[config.mk]
export PLATFORM = sky130hd
export DESIGN_NAME = sync_fifo_ctl
export DESIGN_NICKNAME = d
export VERILOG_FILES = /design/src/rtl/sync_fifo_ctl.sv
export SDC_FILE = /design/constraint.sdc
export NUM_CORES = 2
export LEC_CHECK = 0
export CELL_PAD_IN_SITES_DETAIL_PLACEMENT = 0
export CELL_PAD_IN_SITES_GLOBAL_PLACEMENT = 1
export CORE_MARGIN = 10
export CORE_UTILIZATION = 51
export CTS_CLUSTER_DIAMETER = 40
export DETAILED_ROUTE_END_ITERATION = 16
export PLACE_DENSITY_LB_ADDON = 0.1
export SLEW_MARGIN = 20
export SYNTH_ARGS = -nofsm -noshare
export SYNTH_HDL_FRONTEND = slang
export SYNTH_SLANG_ARGS = --single-unit
[constraint.sdc]
create_clock -name clk -period 4.4 [get_ports clk]
set_input_delay 0.88 -clock clk [delete_from_list [all_inputs] [get_ports clk]]
set_output_delay 0.88 -clock clk [all_outputs]
set_load 0.05 [all_outputs]
[src/rtl/sync_fifo_ctl.sv]
// Single-clock FIFO controller with wrap-bit pointers (all DEPTH entries usable),
// fill level, programmable almost-full/almost-empty, sticky error flags and flush.
module sync_fifo_ctl #(
  parameter int DATA_W        = 8,
  parameter int DEPTH         = 256,
  parameter int AFULL_THRESH  = DEPTH - 4,
  parameter int AEMPTY_THRESH = 4
) (
  input  logic                       clk,
  input  logic                       rst,
  input  logic                       clr,
  input  logic                       w_en,
  input  logic [DATA_W-1:0]          data_in,
  input  logic                       r_en,
  output logic [DATA_W-1:0]          data_out,
  output logic                       full,
  output logic                       empty,
  output logic                       almost_full,
  output logic                       almost_empty,
  output logic [$clog2(DEPTH):0]     level,
  output logic                       overflow,
  output logic                       underflow
);

  localparam int AW = $clog2(DEPTH);
  localparam int PW = AW + 1;
  localparam logic [31:0] AF_T = 32'(AFULL_THRESH);
  localparam logic [31:0] AE_T = 32'(AEMPTY_THRESH);

  logic [DATA_W-1:0] mem [DEPTH];
  logic [PW-1:0]     w_ptr, r_ptr;
  logic              rd, wr;

  // Status decodes from registered pointers only; no input reaches an output combinationally.
  assign empty        = (w_ptr == r_ptr);
  assign full         = (w_ptr[AW-1:0] == r_ptr[AW-1:0]) && (w_ptr[AW] != r_ptr[AW]);
  assign level        = w_ptr - r_ptr;
  // Compare at 32 bits so a threshold above DEPTH simply never matches.
  assign almost_full  = (32'(level) >= AF_T);
  assign almost_empty = (32'(level) <= AE_T);

  // A read at full frees a slot, so a paired write is taken in the same cycle.
  assign rd = r_en & ~empty;
  assign wr = w_en & (~full | rd);

  // Pointer and sticky error-flag update; flush overrides any request.
  always_ff @(posedge clk or posedge rst) begin
    if (rst) begin
      w_ptr     <= '0;
      r_ptr     <= '0;
      overflow  <= 1'b0;
      underflow <= 1'b0;
    end else if (clr) begin
      w_ptr     <= '0;
      r_ptr     <= '0;
      overflow  <= 1'b0;
      underflow <= 1'b0;
    end else begin
      if (wr) w_ptr <= w_ptr + 1'b1;
      if (rd) r_ptr <= r_ptr + 1'b1;
      if (w_en & ~wr) overflow  <= 1'b1;
      if (r_en & empty) underflow <= 1'b1;
    end
  end

  // Storage write port; contents survive reset and flush.
  always_ff @(posedge clk) begin
    if (wr && !clr) mem[w_ptr[AW-1:0]] <= data_in;
  end

  // Synchronous read port; holds its value until the next accepted read.
  always_ff @(posedge clk or posedge rst) begin
    if (rst)       data_out <= '0;
    else if (clr)  data_out <= '0;
    else if (rd)   data_out <= mem[r_ptr[AW-1:0]];
  end

endmodule

# After elaboration in Yosys (flattened, before gate mapping)
# Memory sizes are Yosys's and may differ from the RTL's.
# Index checks and enable logic that the tools add are counted.
# W data, S select, Z words.
# totals
wordCells	41
output_inout_bits	23
ram_bits	2048
reg_bits	28
latch_bits	0
inputBits	13
rom_bits	0
memories	1
# memory_table
memory	depth	width	rd	rd_clocked_by_memory_dff	write_ports	line	rtl
mem	256	8	1	0	1	30	logic [DATA_W-1:0] mem [DEPTH];
# op_classes
n_div	0
bitwise	8
muxes	12
add_sub_neg	3
multipliers	0
n_reduce_logical	7
n_shift	0
n_eq_ne	3
order_cmp	2
# ops
operator	n
$mux W9	4
$add A9 B1 Y9 const B	2
$mux W8	2
$eq A9 B9 Y1	1
$ge A9 B8 Y1 const B	1
$le A9 B3 Y1 const B	1
$sub A9 B9 Y9	1
$eq A8 B8 Y1	1
$reduce_bool A2 Y1	4
$mux W1	6
$and A1 B1 Y1	4
$not A1 Y1	3
$logic_and A1 B1 Y1	2
$logic_not A1 Y1	1
$ne A1 B1 Y1	1
$or A1 B1 Y1	1

# Longest topological paths before layout
# depth
word_depth	9
mapped_depth	15
mapped_depth_nobuf	11

# Worst setup path after synthesis
# No wires, ideal clock.
# synth_timing
kind	register to output
from	register r_ptr[2]
to	output port almost_empty
setup_slack_ps	-1536
path_stages_with_launch	14
required_ps	3520
t_arrival_ps	5056
path_buffers	4
cell_sequence	dfrtp_1 > buf_2 > inv_2 > buf_2 > buf_1 > buf_2 > ha_1 > a21o_1 > a21oi_1 > o22ai_1 > nor2_1 > xnor2_1 > or4b_2 > nor4_1
# synth_via
elab_chain_len	2
# synth_lines
element	line	rtl
start, declared	31	logic [PW-1:0] w_ptr, r_ptr;
start signal, assigned	60	if (rd) r_ptr <= r_ptr + 1'b1;
$sub A9 B9 Y9	37	assign level = w_ptr - r_ptr;
named net level[8]	20	output logic [$clog2(DEPTH):0] level,
$le A9 B3 Y1	40	assign almost_empty = (32'(level) <= AE_T);
end, declared	19	output logic almost_empty,
# The timed path passes the listed nets, and every way through them passes these cells.

# Final worst setup path
# layout_timing
from	register w_ptr[0]
to	output port almost_empty
# layout_via
elab_chain_len	2
# layout_lines
element	line	rtl
start, declared	31	
start signal, assigned	59	if (wr) w_ptr <= w_ptr + 1'b1;
$sub A9 B9 Y9	37	
$le A9 B3 Y1	40	
# Every way passes these cells.

==> results.md <==
Status:
- The run finished, with violations left.
- The checks that failed: setup timing.

STA:
- The hold violation total from the final report is 0.
- For the pin with the worst max-slew slack, the measured transition is 1.189 ns.
- In this run the tightest slew margin relative to its limit is 0.2075.
- The share of the cycle needed by the critical path after routing is 1.034.
- The final critical-path setup slack is -0.1486 ns.
- Setup repair after global routing could not meet its margin everywhere.
- Timing would allow up to 219.9 MHz.
- The number of max-slew violations in the final report is 0.
- The count of final setup violators is 2.
- The post-route minimum period is 4.549 ns.
- The worst clock skew on the final layout is 0.04423 ns.

Synthesis:
- Of the total synthesized cell area, the portion taken by AND, OR, NAND and NOR gates is 0.03158.
- The number of distinct library cells after synthesis is 78.
- For this run, asynchronously set or reset flops after synthesis account for 0.01349.
- The synthesized-area fraction occupied by ao, oa, aoi and oai cells is 0.02777.
- The number of flip-flops and latches in the synthesized netlist is 2076.
- The main combinational cell family by area after synthesis is multiplexers.
- The multiplexer area fraction after synthesis is 0.1544.
- For this run, the leading register cell type out of synthesis is sky130_fd_sc_hd__edfxtp_1.
- Of the total synthesized cell area, the portion taken by full adders, half adders and majority gates is 0.002243.
- The synthesized netlist net count is 3975.
- In the synthesized netlist, the number of instances is 3948.
- For this run, the register share of the synthesized area comes to 0.7636.
- The synthesized design contains 2048 enable-type register cells.
- The mean post-synth cell area is 20.63 µm².
- For this run, the number of Yosys warnings is 0.
- Of the total synthesized cell area, the portion taken by XOR and XNOR cells is 0.002473.
- The synthesized cell area is 81460 µm².

Global routing:
- The wire length of the first global-routing pass is 325100 µm.
- The initial antenna violation count is 7.
- The aggregate global-route resource usage is 0.2610.
- After global routing the overflow that remains totals 0.
- The via count of the first global-routing pass was 42775.
- Entering global routing, the biggest net connects 138 pins.

Routing:
- The per-cell routed wire length is 33.87 µm.
- The detail route stage leaves a number of antenna-violating nets equal to 0.
- The number of vias per cell after detailed routing is 6.271.
- The total wire length after detailed routing is 229500 µm.
- The DRC violations left is 0.
- For this block, the initial DRC count from the detailed router was 5088.
- The detailed router placed 42490 vias in this run.
- Before antenna repair, the detailed router went through 5 iterations.

Critical path:
- The startpoint identified for the worst register-to-register timing path is w_ptr[0]$_DFFE_PP0P_.
- The element type at the critical path end is an output pin.
- The signal arrival time at the worst endpoint is 3.67 ns.
- The worst setup path is launched from a flip-flop.
- The timing startpoint of the critical path is w_ptr[0]$_DFFE_PP0P_.
- The largest fanout on the critical path is 2.
- The critical path in this run is classified as reg2out.
- Data on the critical path is required at its endpoint by 3.52 ns.

Clock tree:
- The insertion delay of the later-clocked pin in the worst-skew pair is 0.89 ns.
- The clock drives 2076 sinks.
- The clock tree root driver cell is sky130_fd_sc_hd__clkbuf_16.
- The CTS tree is yes.
- The H-tree was split into 5 levels.
- Counting the buffers created by CTS gives 292.
- The maximum clock insertion buffer count is 4.
- Clock-pin slew was measured on the worst setup and hold paths at 0.06 ns.

Power and ir drop:
- Summed over all nets, the switching power comes to 11480 µW.
- The share of total power dissipated in combinational logic is 0.103.
- The cell internal power dissipation is 38170 µW.
- In this run the static leakage power is 0.03094 µW.
- The fraction of power spent switching nets is 0.2312.
- The share of total power dissipated in the clock network is 0.457.
- For this design the ratio of total power to cell area is 514.0 nW/µm².
- IR analysis of the VDD net gives a maximum drop of 419.1 µV.
- The completed layout was analyzed and its total power is 49650 µW.
- The sequential cell fraction of total power is 0.439.

Final layout:
- For this run, the number of standard cells in the final layout without fillers is 6776.
- The number of nets in the final layout is 4522.
- In the layout the commonest cells are sky130_fd_sc_hd__edfxtp_1 (2048), sky130_fd_sc_hd__mux4_2 (462), sky130_fd_sc_hd__buf_4 (412).
- The final instance area is 96600 µm².
- Relative to the synthesized area, the layout overhead comes to 18.59%.
- The library cell used most frequently in the layout, excluding fill and tap cells, is sky130_fd_sc_hd__edfxtp_1.
- Of the cells placed in the final design, the portion with a size suffix greater than 1 is 0.3084.
- The area occupied by multi-input gates is 18060 µm².
- Counting the fill cells in the layout gives 11396.
- Registers take 62220 µm².

Placed design:
- In this run the cell area measured after placement is 86690 µm².
- The worst slack at placement is 0.1707 ns.
- The post-placement cell count is 6237.
- At the end of routability-driven placement, the weighted congestion stood at 0.8768.
- The count of buffers added on input and output ports is 35.
- Detailed placement ended at an HPWL of 140100 µm.

Floorplanning:
- The die covers 176100 µm².
- In this run the vertical extent of the chip is 419.7 µm.
- In this run the count of I/O pins placed on the die edge is 36.
- The row count is 146.
- The standard cell core area is 158600 µm².
- The initial standard-cell utilization of the core is 0.5137.
- The die boundary width is 419.7 µm.

Worst hold path:
- The class of the worst hold path is in2async.

Run:
- Max-cap violations in this run came to 0.
==> final timing paths <==
kind                                                end  slack, ns  cells past startpoint
max in group asynchronous          r_ptr[0]$_DFFE_PP0P_       3.51                      3
min in group clk                  underflow$_DFFE_PP0P_       0.51                      2
worst min register to register    underflow$_DFFE_PP0P_       0.51                      2
worst max-delay path                       almost_empty      -0.15                     12
worst max register to register    mem[148][3]$_DFFE_PP_      -0.01                     27
worst min-delay path            data_out[2]$_DFFE_PP0P_       0.44                      3
==> per-stage QoR <==
step / utilization / setup TNS (ns) / hold slack, ns
after floorplan: - / 0 / 0.5424
after global placement: 0.5467 / 0 / 0.4895
after detailed placement: 0.5467 / 0 / 0.4948
after CTS: 0.6076 / -0.2336 / 0.4119
after global routing: 0.6092 / -0.6380 / 0.4721
final: 0.6092 / -0.1557 / 0.4446
==> routing by layer <==
metal	vias up	track usage	wire, µm
met2	1940	0.4013	107400
li1	17495	-	-
met5	-	0	0
met1	22620	0.3678	94000
met4	0	0.1032	9389
met3	435	0.05522	18700
==> worst max-delay path, stage by stage (launching register included) <==
cell and delay [ns]:
sky130_fd_sc_hd__dfrtp_1 0.39, sky130_fd_sc_hd__inv_2 0.08, sky130_fd_sc_hd__ha_4 0.13, sky130_fd_sc_hd__inv_2 0.04
sky130_fd_sc_hd__fa_2 0.36, sky130_fd_sc_hd__a21o_1 0.18, sky130_fd_sc_hd__a21oi_2 0.16, sky130_fd_sc_hd__o22ai_1 0.09
sky130_fd_sc_hd__nor2_2 0.20, sky130_fd_sc_hd__xnor2_4 0.08, sky130_fd_sc_hd__or4b_4 0.49, sky130_fd_sc_hd__nor4_4 0.37
sky130_fd_sc_hd__buf_12 0.20
==> power by group through the flow <==
stage	clock, µW	sequential (µW)	combinational (µW)
final	22700	21800	5140
after global routing	23800	21800	5400
after CTS	23000	21800	5170
after detailed placement	0	22200	5100
after global placement	0	22200	5090
after floorplan	0	22200	3410
==> logic make-up after synthesis <==
logic type	count (synthesis)
flip-flops	2076
multiplexers	662
AND/OR/NAND/NOR	607
AO/OA/AOI/OAI	320
buffers and inverters	246
XOR/XNOR	23
adder cells (fa/ha/maj)	14
==> registers in the layout, summed over array words and instances, names as in the netlist <==
name,flops
mem,2048
w_ptr,9
overflow,1
r_ptr,9
underflow,1
data_out,8
==> repair_timing <==
item / 4_1_cts / 5_1_grt
setup endpoints to repair: 2 / 295
buffers inserted: 24 / 11
hold buffers: 0 / 0
gates cloned: 0 / 1
resized for setup: 21 / 22
pin swaps: 10 / 4
==> Yosys cell counts, types with 33 or more instances <==
master                     instances  area, µm²
sky130_fd_sc_hd__a22oi_1          42      315.3
sky130_fd_sc_hd__mux2i_1         170       1702
sky130_fd_sc_hd__nor2_1          333       1250
sky130_fd_sc_hd__o22ai_1          47      294.0
sky130_fd_sc_hd__nand2_1         146      548.0
sky130_fd_sc_hd__o21ai_0          33      165.2
sky130_fd_sc_hd__nand3_1          33      165.2
sky130_fd_sc_hd__clkbuf_1         71      266.5
sky130_fd_sc_hd__mux4_2          462      10400
sky130_fd_sc_hd__buf_2            75      375.4
sky130_fd_sc_hd__a21oi_1          52      260.3
sky130_fd_sc_hd__edfxtp_1       2048      61500
==> layout make-up <==
type | instances | area share
Timing Repair Buffer | 482 | 0.04414
Clock buffer | 327 | 0.07832
Clock inverter | 173 | 0.01882
Inverter | 17 | 0.0007512
Antenna cell | 3 | 0.00007771
Multi-Input combinational cell | 1626 | 0.1870
Tap cell | 2072 | 0.02684
Sequential cell | 2076 | 0.6441
(Power assumes the default switching activity.)
